`src/rtl/l80_io_pkg.sv`:
```
// rtl/l80_io_pkg.sv - register map, bit positions and drain FSM encoding for l80_uart_fifo_io
package l80_io_pkg;

    // Register offsets from BASE_ADDR
    localparam logic [1:0] OFF_DATA  = 2'd0;
    localparam logic [1:0] OFF_STAT  = 2'd1;
    localparam logic [1:0] OFF_CTRL  = 2'd2;
    localparam logic [1:0] OFF_RXCNT = 2'd3;

    // STAT bit positions
    localparam int STAT_RX_AVAIL = 0;
    localparam int STAT_RX_FULL  = 1;
    localparam int STAT_TX_EMPTY = 4;
    localparam int STAT_TX_FULL  = 5;
    localparam int STAT_RX_OVR   = 6;
    localparam int STAT_TX_OVF   = 7;

    // CTRL bit positions
    localparam int CTRL_IE_RXAVAIL = 0;
    localparam int CTRL_IE_OVR     = 1;
    localparam int CTRL_IE_TXEMPTY = 2;

    typedef enum logic [1:0] {
        ST_IDLE   = 2'd0,
        ST_LOAD   = 2'd1,
        ST_WAITHI = 2'd2,
        ST_WAITLO = 2'd3
    } drain_state_t;

endpackage

```
`src/rtl/l80_sync_fifo.sv`:
```
// rtl/l80_sync_fifo.sv - single-clock FIFO with occupancy count
// Ports: clock, reset_n (async, active-low); push/din write side; pop/dout read side
// (dout shows the head, valid while !empty); full, empty, count status.
module l80_sync_fifo #(
    parameter int WIDTH = 8,
    parameter int DEPTH = 16
) (
    input  logic                     clock,
    input  logic                     reset_n,
    input  logic                     push,
    input  logic                     pop,
    input  logic [WIDTH-1:0]         din,
    output logic [WIDTH-1:0]         dout,
    output logic                     full,
    output logic                     empty,
    output logic [$clog2(DEPTH):0]   count
);

    localparam int AW = $clog2(DEPTH);
    localparam int CW = AW + 1;

    logic [WIDTH-1:0] mem [DEPTH];
    logic [AW-1:0]    wr_ptr;
    logic [AW-1:0]    rd_ptr;
    logic             do_push;
    logic             do_pop;

    // A pop frees a slot in the same cycle, so push while full is accepted then.
    assign do_pop  = pop & ~empty;
    assign do_push = push & (~full | do_pop);

    assign empty = (count == '0);
    assign full  = (count == CW'(DEPTH));
    assign dout  = mem[rd_ptr];

    always_ff @(posedge clock) begin
        if (do_push) begin
            mem[wr_ptr] <= din;
        end
    end

    // DEPTH is a power of two, so pointers wrap naturally.
    always_ff @(posedge clock or negedge reset_n) begin
        if (!reset_n) begin
            wr_ptr <= '0;
            rd_ptr <= '0;
            count  <= '0;
        end else begin
            if (do_push) begin
                wr_ptr <= wr_ptr + 1'b1;
            end
            if (do_pop) begin
                rd_ptr <= rd_ptr + 1'b1;
            end
            if (do_push && !do_pop) begin
                count <= count + 1'b1;
            end else if (do_pop && !do_push) begin
                count <= count - 1'b1;
            end
        end
    end

endmodule

```
`src/rtl/l80_uart_fifo_io.sv`:
```
// rtl/l80_uart_fifo_io.sv - buffered UART I/O-space peripheral for the light8080 SoC
// Ports: clock, reset_n (async, active-low); CPU bus cpu_addr/cpu_io/cpu_rd/cpu_wr/cpu_dout
// with registered read data io_dout; UART core side tx_valid/tx_data/tx_busy and
// rx_data/rx_valid; irq level interrupt request.
module l80_uart_fifo_io
    import l80_io_pkg::*;
#(
    parameter logic [7:0] BASE_ADDR = 8'h80,
    parameter int         RX_DEPTH  = 16,
    parameter int         TX_DEPTH  = 16
) (
    input  logic       clock,
    input  logic       reset_n,
    input  logic [7:0] cpu_addr,
    input  logic       cpu_io,
    input  logic       cpu_rd,
    input  logic       cpu_wr,
    input  logic [7:0] cpu_dout,
    output logic [7:0] io_dout,
    output logic       tx_valid,
    output logic [7:0] tx_data,
    input  logic       tx_busy,
    input  logic [7:0] rx_data,
    input  logic       rx_valid,
    output logic       irq
);

    localparam int RXW = $clog2(RX_DEPTH) + 1;
    localparam int TXW = $clog2(TX_DEPTH) + 1;

    logic [7:0]     addr_off;
    logic           in_range;
    logic           sel_data, sel_stat, sel_ctrl;
    logic           rd_q, wr_q;
    logic           rd_first, wr_first;

    logic           rx_push, rx_pop, rx_full, rx_empty;
    logic [7:0]     rx_head;
    logic [RXW-1:0] rx_count;
    logic           tx_push, tx_pop, tx_wr, tx_full, tx_empty;
    logic [7:0]     tx_head;
    logic [TXW-1:0] tx_count_unused;

    logic           rx_ovr, tx_ovf;
    logic           rx_ovr_set, tx_ovf_set, stat_clr;
    logic [2:0]     ctrl;
    logic [7:0]     stat;
    logic [8:0]     rx_count_w;
    logic [7:0]     rxcnt_byte;
    logic [7:0]     rd_mux;
    drain_state_t   state;

    // Offset arithmetic keeps the decode correct even if the block wraps past 8'hFF.
    assign addr_off = cpu_addr - BASE_ADDR;
    assign in_range = cpu_io & (addr_off < 8'd4);
    assign sel_data = in_range & (addr_off[1:0] == OFF_DATA);
    assign sel_stat = in_range & (addr_off[1:0] == OFF_STAT);
    assign sel_ctrl = in_range & (addr_off[1:0] == OFF_CTRL);

    // Strobes may be held for several cycles; side effects key off the rising edge only.
    always_ff @(posedge clock or negedge reset_n) begin
        if (!reset_n) begin
            rd_q <= 1'b0;
            wr_q <= 1'b0;
        end else begin
            rd_q <= cpu_rd;
            wr_q <= cpu_wr;
        end
    end
    assign rd_first = cpu_rd & ~rd_q;
    assign wr_first = cpu_wr & ~wr_q;

    assign rx_pop     = sel_data & rd_first & ~rx_empty;
    assign rx_push    = rx_valid & (~rx_full | rx_pop);
    assign rx_ovr_set = rx_valid & rx_full & ~rx_pop;

    assign tx_pop     = (state == ST_LOAD);
    assign tx_wr      = sel_data & wr_first;
    assign tx_push    = tx_wr & (~tx_full | tx_pop);
    assign tx_ovf_set = tx_wr & tx_full & ~tx_pop;

    assign stat_clr   = sel_stat & rd_first;

    l80_sync_fifo #(.WIDTH(8), .DEPTH(RX_DEPTH)) u_rx_fifo (
        .clock   (clock),
        .reset_n (reset_n),
        .push    (rx_push),
        .pop     (rx_pop),
        .din     (rx_data),
        .dout    (rx_head),
        .full    (rx_full),
        .empty   (rx_empty),
        .count   (rx_count)
    );

    l80_sync_fifo #(.WIDTH(8), .DEPTH(TX_DEPTH)) u_tx_fifo (
        .clock   (clock),
        .reset_n (reset_n),
        .push    (tx_push),
        .pop     (tx_pop),
        .din     (cpu_dout),
        .dout    (tx_head),
        .full    (tx_full),
        .empty   (tx_empty),
        .count   (tx_count_unused)
    );

    // Sticky flags: a new overrun in the clearing cycle wins over the clear.
    always_ff @(posedge clock or negedge reset_n) begin
        if (!reset_n) begin
            rx_ovr <= 1'b0;
            tx_ovf <= 1'b0;
            ctrl   <= 3'b000;
        end else begin
            rx_ovr <= rx_ovr_set | (rx_ovr & ~stat_clr);
            tx_ovf <= tx_ovf_set | (tx_ovf & ~stat_clr);
            if (sel_ctrl && wr_first) begin
                ctrl <= cpu_dout[2:0];
            end
        end
    end

    // RXCNT is a byte; only a 256-deep FIFO can exceed it.
    assign rx_count_w = 9'(rx_count);
    assign rxcnt_byte = rx_count_w[8] ? 8'hFF : rx_count_w[7:0];

    always_comb begin
        stat                = 8'h00;
        stat[STAT_RX_AVAIL] = ~rx_empty;
        stat[STAT_RX_FULL]  = rx_full;
        stat[STAT_TX_EMPTY] = tx_empty;
        stat[STAT_TX_FULL]  = tx_full;
        stat[STAT_RX_OVR]   = rx_ovr;
        stat[STAT_TX_OVF]   = tx_ovf;
    end

    always_comb begin
        rd_mux = 8'h00;
        case (addr_off[1:0])
            OFF_DATA: rd_mux = rx_head;
            OFF_STAT: rd_mux = stat;
            OFF_CTRL: rd_mux = {5'b00000, ctrl};
            default:  rd_mux = rxcnt_byte;
        endcase
    end

    // DATA captures the head before this edge's pop takes effect.
    always_ff @(posedge clock or negedge reset_n) begin
        if (!reset_n) begin
            io_dout <= 8'h00;
        end else if (in_range) begin
            io_dout <= rd_mux;
        end
    end

    // Drain FSM: tx_valid is high exactly for the LOAD cycle, and the head is
    // popped at the end of LOAD, so tx_data is stable during the pulse.
    always_ff @(posedge clock or negedge reset_n) begin
        if (!reset_n) begin
            state    <= ST_IDLE;
            tx_valid <= 1'b0;
            tx_data  <= 8'h00;
        end else begin
            tx_valid <= 1'b0;
            case (state)
                ST_IDLE: begin
                    if (!tx_empty && !tx_busy) begin
                        state    <= ST_LOAD;
                        tx_valid <= 1'b1;
                        tx_data  <= tx_head;
                    end
                end
                ST_LOAD:   state <= ST_WAITHI;
                ST_WAITHI: if (tx_busy)  state <= ST_WAITLO;
                ST_WAITLO: if (!tx_busy) state <= ST_IDLE;
                default:   state <= ST_IDLE;
            endcase
        end
    end

    assign irq = (ctrl[CTRL_IE_RXAVAIL] & ~rx_empty)
               | (ctrl[CTRL_IE_OVR] & (rx_ovr | tx_ovf))
               | (ctrl[CTRL_IE_TXEMPTY] & tx_empty & (state == ST_IDLE));

endmodule

```
`config.mk`:
```
export PLATFORM = sky130hd
export DESIGN_NAME = l80_uart_fifo_io
export DESIGN_NICKNAME = d
export VERILOG_FILES = /design/src/rtl/l80_io_pkg.sv /design/src/rtl/l80_sync_fifo.sv /design/src/rtl/l80_uart_fifo_io.sv
export SDC_FILE = /design/constraint.sdc
export NUM_CORES = 1
export LEC_CHECK = 0
export BUFFER_PORTS_ARGS = -buffer_cell sky130_fd_sc_hd__buf_2
export CORE_MARGIN = 2
export CORE_UTILIZATION = 45
export CTS_CLUSTER_SIZE = 40
export DETAILED_ROUTE_END_ITERATION = 10
export GPL_TIMING_DRIVEN = 0
export PLACE_DENSITY = 0.69
export SLEW_MARGIN = 0
export SYNTH_ARGS = -nofsm -noshare
export SYNTH_HDL_FRONTEND = slang
export SYNTH_SLANG_ARGS = --single-unit
```
`constraint.sdc`:
```
create_clock -name clock -period 6.89 [get_ports clock]
set_clock_uncertainty 0.2 [all_clocks]
set_input_delay 0.3445 -clock clock [delete_from_list [all_inputs] [get_ports clock]]
set_output_delay 0.3445 -clock clock [all_outputs]
set_load 0.01 [all_outputs]
```
; Word-level counts from Yosys, hierarchy flattened
; Memory sizes are Yosys's and may differ from the RTL's. A register that Yosys moved wholly into a read port is not among the register bits.
; Index checks and enable logic that the tools add are counted.
[totals]
register_bits = 44
ramBits = 256
out_inout_bits = 18
mem_count = 2
[mem_list]
columns = name, depth, width, rd, rd_clocked_by_memory_dff, write_ports, line
row1 = u_rx_fifo.mem, 16, 8, 1, 0, 1, l80_sync_fifo.sv:22  ; logic [WIDTH-1:0] mem [DEPTH];
row2 = u_tx_fifo.mem, 16, 8, 1, 1, 1, l80_sync_fifo.sv:22
[op_classes]
addsub = 9
magnitude_cmp = 1
eq_ne = 10
mux = 15
bitwise_logic = 44
reduce_logical = 21
[op_table]
columns = operator, count
row1 = $and 1x1->1, 26
row2 = $pmux 8 s3, 1
row3 = $mux 5, 4
row4 = $add 4x1->4 const B, 4
row5 = $add 5x1->5 const B, 2
row6 = $eq 5x5->1 const B, 2
row7 = $logic_not 5->1, 2
row8 = $sub 5x1->5 const B, 2
row9 = $not 1->1, 9
row10 = $or 1x1->1, 9
row11 = $lt 8x3->1 const B, 1
row12 = $pmux 2 s4, 1
row13 = $sub 8x8->8 const B, 1
row14 = $logic_not 1->1, 7
row15 = $eq 2x2->1 const B, 3
row16 = $logic_and 1x1->1, 6
row17 = $mux 1, 6
row18 = $mux 2, 3
row19 = $ne 2x2->1 const B, 3
row20 = $eq 2x1->1 const B, 2
row21 = $logic_not 2->1, 2
row22 = $reduce_bool 2->1, 2
row23 = $reduce_and 3->1, 1
row24 = $reduce_and 2->1, 1

; Longest topological paths before layout
; Gate-level depths: netlist of run 1.
[depth]
depth_word = 13
mapped_depth = 13
depth_no_buf = 12

; By module
; Synthesis of run 1 repeated with hierarchy kept, for this count alone.
[hier_totals]
cells_unflattened = 749
area_unflattened_um2 = 12754.7
[by_module_without_submodules]
columns = module, instances, cells_each, area_each_um2
row1 = l80_sync_fifo (u_tx_fifo), 1, 323, 5716.7
row2 = l80_sync_fifo (u_rx_fifo), 1, 323, 5715.5
row3 = l80_uart_fifo_io, 1, 103, 1322.5

; Worst setup path before layout of run 1
; Ideal clock, no wire load.
[synth_path]
path_kind = flip-flop to flip-flop
start = register u_tx_fifo.count[3]
end = register u_tx_fifo.count[4]
arrival_time_ns = 2.565
required_time_ns = 6.565
path_slack_ns = 4.000
stages_incl_launch_ff = 12
path_buffers = 0
synth_period_minus_slack_ns = 2.890
path_cell_list = dfrtp_1 or3_1 nor3_2 nand2b_1 ha_1 inv_1 fa_1 a21o_1 a21oi_1 xnor2_1 nor2_1 xor2_1
[synth_via]
elab_chain_len = 8
[synth_rtl]
columns = element, line
row1 = start: declaration, l80_sync_fifo.sv:16  ; output logic [$clog2(DEPTH):0] count
row2 = start signal: assignment, l80_sync_fifo.sv:56  ; count <= count + 1'b1;
row3 = start signal: assignment, l80_sync_fifo.sv:58  ; count <= count - 1'b1;
row4 = $eq 5x5->1 / $logic_not 5->1 (equally long branches), "l80_sync_fifo.sv:33, l80_sync_fifo.sv:32"
row5 = $not 1->1 (on tied branches), "l80_sync_fifo.sv:30, l80_uart_fifo_io.sv:79, l80_sync_fifo.sv:29"
row6 = $or 1x1->1 / $and 1x1->1 (equally long branches), "l80_uart_fifo_io.sv:79, l80_sync_fifo.sv:29"
row7 = $and 1x1->1 / $or 1x1->1 (equally long branches), "l80_uart_fifo_io.sv:79, l80_sync_fifo.sv:30"
row8 = $and 1x1->1, l80_sync_fifo.sv:30  ; assign do_push = push & (~full | do_pop);
row9 = $logic_not 1->1, l80_sync_fifo.sv:57  ; end else if (do_pop && !do_push) begin
row10 = $logic_and 1x1->1, l80_sync_fifo.sv:57
row11 = $reduce_bool 2->1 (no source line), --
; Parallel ways exist; a longest one is shown, timed or not. The select of a mux whose other input is x is not followed.
; A chain may end at the register's enable or synchronous reset.

; Worst setup path in the final report of run 1
; Ends and elaborated chain as after synthesis.

==> results of run 1 <==
[report_power, final]
part / switching (uW) / internal (uW)
sequential: 102 / 2200
clock: 659 / 907
combinational: 596 / 495
[cell type report]
type / count / share of cell area, %
Buffer: 37 / 1.31
Clock buffer: 44 / 5.95
Clock inverter: 14 / 0.663
Inverter: 10 / 0.258
Multi-Input combinational cell: 377 / 23.9
Sequential cell: 308 / 61.8
Tap cell: 378 / 3.25
Timing Repair Buffer: 66 / 2.89
[worst min-delay path by stage]
stage | endpoint | slack (ns) | from | cells after the start
2_1_floorplan | ctrl[0] | -0.15 | reset_n | 0
3_3_place_gp | tx_data[1] | 0.26 | tx_data[1] | 2
3_5_place_dp | tx_data[1] | 0.27 | tx_data[1] | 2
4_1_cts | u_tx_fifo.mem[3][6] | 0.0008 | cpu_dout[6] | 1
5_1_grt | u_tx_fifo.mem[3][6] | 0.01 | cpu_dout[6] | 1
6_report | u_tx_fifo.mem[3][6] | 0.02 | cpu_dout[6] | 1
[layer usage]
metal	GRT usage, %	part of all wire (%)
met1	26.0	45
met2	28.2	47
met3	2.78	5.9
met4	4.20	1.9
met5	0	0
[worst register-to-register path: stages, from the launching register on]
cell and delay, ns:
dfrtp_1 0.40, or3_1 0.47, nor3_2 0.43, nand2b_1 0.29, ha_1 0.23, inv_1 0.11
fa_1 0.41, a21o_1 0.17, a21oi_1 0.17, xnor2_1 0.13, nor2_1 0.06, xor2_1 0.15
[state kept, by name, indices dropped and copies added, names as in the netlist]
signal            flops
u_rx_fifo.mem       128
tx_data               8
rx_ovr                1
u_rx_fifo.rd_ptr      4
rd_q                  1
u_rx_fifo.count       5
state                 2
tx_ovf                1
io_dout               8
tx_valid              1
u_tx_fifo.rd_ptr      4
ctrl                  3
wr_q                  1
u_tx_fifo.mem       128
u_rx_fifo.wr_ptr      4
u_tx_fifo.wr_ptr      4
u_tx_fifo.count       5
[placed cells by master (no fill, tap or decap), drive strengths merged, types with 22 or more instances in the layout]
cell type	count
dfrtp	52
clkbuf	61
mux4	50
mux2i	38
edfxtp	256
nor2	35
buf	69
ha	22
nand2	54
o21ai	31
[per-stage QoR]
step | area, sq um | total power [uW] | instances | util, % | worst slack [ns]
6_report | 14500 | 4960 | 1234 | 52.3 | 3.55
5_1_grt | 14500 | 5200 | 1234 | 52.3 | 3.32
4_1_cts | 14500 | 5010 | 1234 | 52.3 | 3.55
3_5_place_dp | 13400 | 3430 | 1159 | 48.2 | 3.22
3_3_place_gp | 13400 | 3390 | 1158 | 48.2 | 3.07
2_1_floorplan | 12700 | 3090 | 732 | - | 4.00
[kinds of logic (layout without fill, tap and decap cells)]
family	after synthesis	count (layout)
muxes	106	106
xor gates and xnor gates	22	22
and+or+nand+nor	146	146
DFF	308	308
adders and majority gates	24	24
AOI/OAI and AO/OA	79	79
buffers and inverters	47	171
==> summary.txt, run 1 <==
global route overflow = 0
crit path DAT = 3.57 ns
Final ANT Viol Nets = 0
drt wl/cell = 20.7 um
post-synthesis simple-gate area fraction = 5.74%
Crit path largest cell delay = 0.47 ns
DRC Markers = 0
CTS root buffer = clkbuf_16
io pins = 49
status = completed
Mean Syn Cell Area = 17.3 sq um
core area = 0.0278 sq mm
#FFs+latches synth = 308
syn nets = 787
most area-consuming cells after synthesis = edfxtp_1 61%, dfrtp_1 10%, mux4_2 8.9%, mux2i_1 3.0%, ha_1 2.2%
Worst Setup SP = u_tx_fifo.count[3]
CTS tree = built
Die Width = 172 um
CP endpoint = u_tx_fifo.count[4]
Critical Path Sink Type = flop
Clk Latency, worst-skew pair = 0.55 ns
clock sinks = 308
Tightest Pin Transition = 1.30 ns
leak pwr = 0.00500 uW
sequential cell area = 0.00899 sq mm
crit path kind = flop to flop
minimum hold slack = 0.0189 ns
reg2reg end = u_tx_fifo.count[4]
num rows = 61
mux cell area share after synthesis = 13.6%
Final setup violation count = 0
worst r2r src = u_tx_fifo.count[3]
CP cell instances = or3_1, nor3_2, nand2b_1, ha_1, inv_1, fa_1, a21o_1, a21oi_1, xnor2_1, nor2_1, xor2_1
Initial Utilization = 45.6%
CTS H-tree depth = 1
Max rail drop VDD = 0.217 mV
Top FF cell, synth = edfxtp_1
crit-path leading delay family = simple AND/OR/NAND/NOR gates
Synth top area share = 60.7%
Critical Path Source Type = flop
largest net degree at the start of global routing = 53
final hold viol count = 0
fin. max-slew vios = 0
postcts setup bufs = 0
setup TNS = 0 ns
Compound-Gate Fraction of Synth Area = 3.91%
register area share after synthesis = 71.0%
reg2reg path depth = 11
placed wire-length estimate = 17.0 mm
Area growth syn-to-layout = 14.8%
hold buffer count at CTS = 17
period utilization = 48.5%
post_cts resized = 0
Synth cell types = 54
layout cells sized above 1 = 22.3%
Synth Cell Area = 0.0127 sq mm
max cap viols = 0
Final #Nets = 886
Post-synth EDFFs = 256
vias in the first global route = 6675
chip height = 172 um
Synth Area in XOR/XNOR = 1.52%
Multi-input gate area = 0.00347 sq mm
Max clock buf depth = 3
Total Die Area = 0.0295 sq mm
R2R setup slack = 3.55 ns
min-delay worst type = input port to flop
DR vias/cell = 5.38
total CTS buffers = 31
area leader, netlist = edfxtp_1
Yosys warnings = 0
Routed Wire Length = 25.6 mm
CP max FO = 7
drt first-iter violations = 580
clk slew on worst S/H paths = 0.06 ns
fmax = 299 MHz
relative slew slack = 12.5%
diode count = 0
Worst Path Required = 7.12 ns
Critical path buffers and inverters = 1
stages on the worst setup path = 11
first-pass GRT wire length = 38.7 mm
Synth Area in Adders = 2.49%
initial antenna violation count = 0
FILL cells = 2269
power density over the cells = 341 mW/mm^2
minimum clock period = 3.34 ns
async set-or-reset flop fraction in the synthesized netlist = 16.9%
Tot GR Track Use = 17.8%
most common cell in the netlist = edfxtp_1
PortBufs = 48
gpl congestion = 0.791
via count = 6641
RSZ-0062 raised after global routing = false
TritonRoute pass-1 iters = 4
largest family of logic cells by synthesized area = multiplexers
top post-synthesis cells by count = 256 x edfxtp_1, 53 x nand2_1, 52 x dfrtp_1, 50 x mux4_2, 38 x mux2i_1
critical-path cell with the highest stage delay = or3_1
Cells after Synth = 732
Note: power is estimated with default switching activity, not from simulation.
==> run 2: changes to the inputs <==
Settings changed: ABC_AREA from default to 1.
Clock period 6.89 ns to 3.4 ns, I/O delays scaled along.
==> summary.txt, run 2 <==
clk slew on worst S/H paths = 0.06 ns (about the same)
fmax = 315 MHz (+5.3%)
CTS tree = built
Max rail drop VDD = 0.439 mV (+100%)
Synth top area share = 58.4% (-2.2 points)
post_cts resized = 0 (unchanged)
gpl congestion = 0.849 (+7.3%)
R2R setup slack = 0.23 ns (-3.32 ns)
chip height = 175 um (+1.9%)
area leader, netlist = edfxtp_1
Area growth syn-to-layout = 16.5%
critical-path cell with the highest stage delay = dfrtp_1
Tot GR Track Use = 21.3% (+3.6 points)
TritonRoute pass-1 iters = 8 (+4)
NetSw = 3460 uW (+150%)
async set-or-reset flop fraction in the synthesized netlist = 16.9% (unchanged)
largest net degree at the start of global routing = 53 (unchanged)
min-delay worst type = input port to asynchronous set/reset pin
CP max FO = 6 (-1)
RSZ-0062 raised after global routing = false
Clk Latency, worst-skew pair = 0.57 ns (+0.02 ns)
Final Util = 53.2% (+0.90 points)
Pint = 7370 uW (+100%)
register area share after synthesis = 68.3% (-2.6 points)
DRC Markers = 0 (unchanged)
Critical Path Sink Type = flop
Critical path buffers and inverters = 3 (+2)
failing checks = hold timing
power density over the cells = 707 mW/mm^2 (+110%)
most area-consuming cells after synthesis = edfxtp_1 58%, dfrtp_1 9.9%, nor2_1 5.8%, nand2_1 5.3%, o21ai_0 5.0%
crit path kind = flop to flop
io pins = 49 (unchanged)
Top FF cell, synth = edfxtp_1
most used cell, CP = nand2_1
status = finished with violations
Sw Share = 31.9% (+4.5 points)
Cells after Synth = 1186 (+62%)
initial antenna violation count = 0 (unchanged)
first-pass GRT wire length = 49.9 mm (+29%)
period utilization = 93.3% (+45 points)
num rows = 62 (+1.6%)
diode count = 0 (unchanged)
global route overflow = 0 (unchanged)
Tightest Pin Transition = 1.02 ns (-0.284 ns)
total CTS buffers = 31 (unchanged)
placed wire-length estimate = 21.9 mm (+29%)
PortBufs = 48 (unchanged)
leak pwr = 0.00584 uW (+17%)
reg2reg end = u_tx_fifo.count[4]
Mean Syn Cell Area = 11.1 sq um (-36%)
Post-synth EDFFs = 256 (unchanged)
vias in the first global route = 8920 (+34%)
CP cell instances = inv_1, nand4_1, nand2_1, nand2_1, inv_2, nor3_4, ha_1, inv_1, fa_1, nand2_1, a21oi_1, o21ai_0, nand3_1, xor2_1
Worst Setup SP = u_tx_fifo.count[0]
Final #Nets = 1354 (+53%)
FILL cells = 2453 (+8.1%)
Critical Path Source Type = flop
Initial Utilization = 45.7% (+0.11 points)
minimum hold slack = -0.0121 ns (-0.0310 ns)
setup TNS = 0 ns (unchanged)
Final ANT Viol Nets = 0 (unchanged)
minimum clock period = 3.17 ns (-0.170 ns)
drt first-iter violations = 1040 (+79%)
Yosys warnings = 0 (unchanged)
Final setup violation count = 0 (unchanged)
crit path DAT = 3.43 ns (-0.14 ns)
via count = 9156 (+38%)
Synth Cell Area = 0.0132 sq mm (+3.8%)
relative slew slack = 31.7% (+19 points)
#FFs+latches synth = 308 (unchanged)
worst r2r src = u_tx_fifo.count[0]
stages on the worst setup path = 14 (+3)
Die Width = 175 um (+1.9%)
top post-synthesis cells by count = 256 x edfxtp_1, 204 x nor2_1, 187 x nand2_1, 131 x o21ai_0, 86 x nand3_1
syn nets = 1241 (+58%)
Total Die Area = 0.0306 sq mm (+3.8%)
CTS H-tree depth = 1 (unchanged)
sequential share of power = 42.6% (-3.8 points)
most common cell after layout, fill and taps aside = edfxtp_1
crit-path leading delay family = simple AND/OR/NAND/NOR gates
Crit path largest cell delay = 0.44 ns (-0.03 ns)
drt wl/cell = 19.3 um (-6.9%)
max cap viols = 0 (unchanged)
clock sinks = 308 (unchanged)
CTS root buffer = clkbuf_16
Clock power frac = 32.4% (+0.8 points)
Worst Path Required = 3.66 ns (-3.46 ns)
Synth cell types = 28 (-48%)
reg2reg path depth = 14 (+3)
core area = 0.0288 sq mm (+3.6%)
top flop regs = u_rx_fifo.mem (128), u_tx_fifo.mem (128)
fin. max-slew vios = 0 (unchanged)
most frequent cells in the layout = 256 x edfxtp_1, 204 x nor2_1, 187 x nand2_1
final hold viol count = 9 (+9)
most common cell in the netlist = edfxtp_1
Routed Wire Length = 33.0 mm (+29%)
CP endpoint = u_tx_fifo.count[4]
Comb pwr share = 24.9% (+2.9 points)
layout cells sized above 1 = 11.1% (-11 points)
DR vias/cell = 5.36 (-0.33%)
Max clock buf depth = 3 (unchanged)
-- run 2: worst min path at each step --
stage	from	end	cells past startpoint
3_3_place_gp	cpu_rd	rd_q	1
5_1_grt	reset_n	tx_data[2]	2
2_1_floorplan	reset_n	ctrl[0]	0
4_1_cts	cpu_addr[5]	io_dout[6]	8
3_5_place_dp	cpu_rd	rd_q	1
6_report	reset_n	tx_data[5]	2
-- run 2: repair_timing --
| item | in CTS | in global routing |
|---|---|---|
| hold endpoints to repair | 337 | 0 |
| hold buffers | 30 | 0 |
| setup endpoints to repair | 0 | 1 |
| setup buffers | 0 | 2 |
-- run 2: cell type report --
class | instances | area [sq um] | share of cell area [%]
inverters | 87 | 327 | 2.13
well taps | 384 | 480 | 3.14
flip-flops and latches | 308 | 8990 | 58.7
plain buffers | 54 | 245 | 1.60
multi-input cells | 737 | 3670 | 24.0
repair buffers | 80 | 558 | 3.64
clock inverters | 18 | 225 | 1.47
clock buffers | 39 | 826 | 5.39
-- run 2: power by group through the flow --
stage	clock network (uW)	registers, uW	logic [uW]
final	3510	4620	2700
after global routing	3680	4650	2980
after CTS	3540	4620	2670
after detailed placement	0	4690	2610
after global placement	0	4680	2490
after floorplan	0	4680	1660
-- run 2: logic make-up after synthesis --
| family | synth area share [%] |
|---|---|
| adders and majority gates | 2.40 |
| DFF | 68.3 |
| buffers and inverters | 4.35 |
| AOI/OAI and AO/OA | 8.28 |
| and+or+nand+nor | 15.6 |
| muxes | 0.162 |
| xor gates and xnor gates | 0.866 |
-- run 2: routing by layer --
metal,share of wire (%),track usage (%),wire length [um]
met1,41,28.6,13500
met2,48,35.6,15900
met3,7.7,2.98,2520
met4,3.2,7.78,1060
met5,0,0,0
-- run 2: through the flow --
stage / hold WS [ns] / instances / total power (uW) / instance area, sq um / worst slack, ns
floorplan: -0.326 / 1186 / 6340 / 13200 / 0.807
global route: 0.0707 / 1707 / 11300 / 15300 / 0.0194
finish: -0.0121 / 1707 / 10800 / 15300 / 0.229
global placement: 0.0939 / 1618 / 7170 / 13900 / 0.0488
detailed placement: 0.0941 / 1618 / 7310 / 13900 / 0.192
CTS: 0.0146 / 1705 / 10800 / 15300 / 0.111
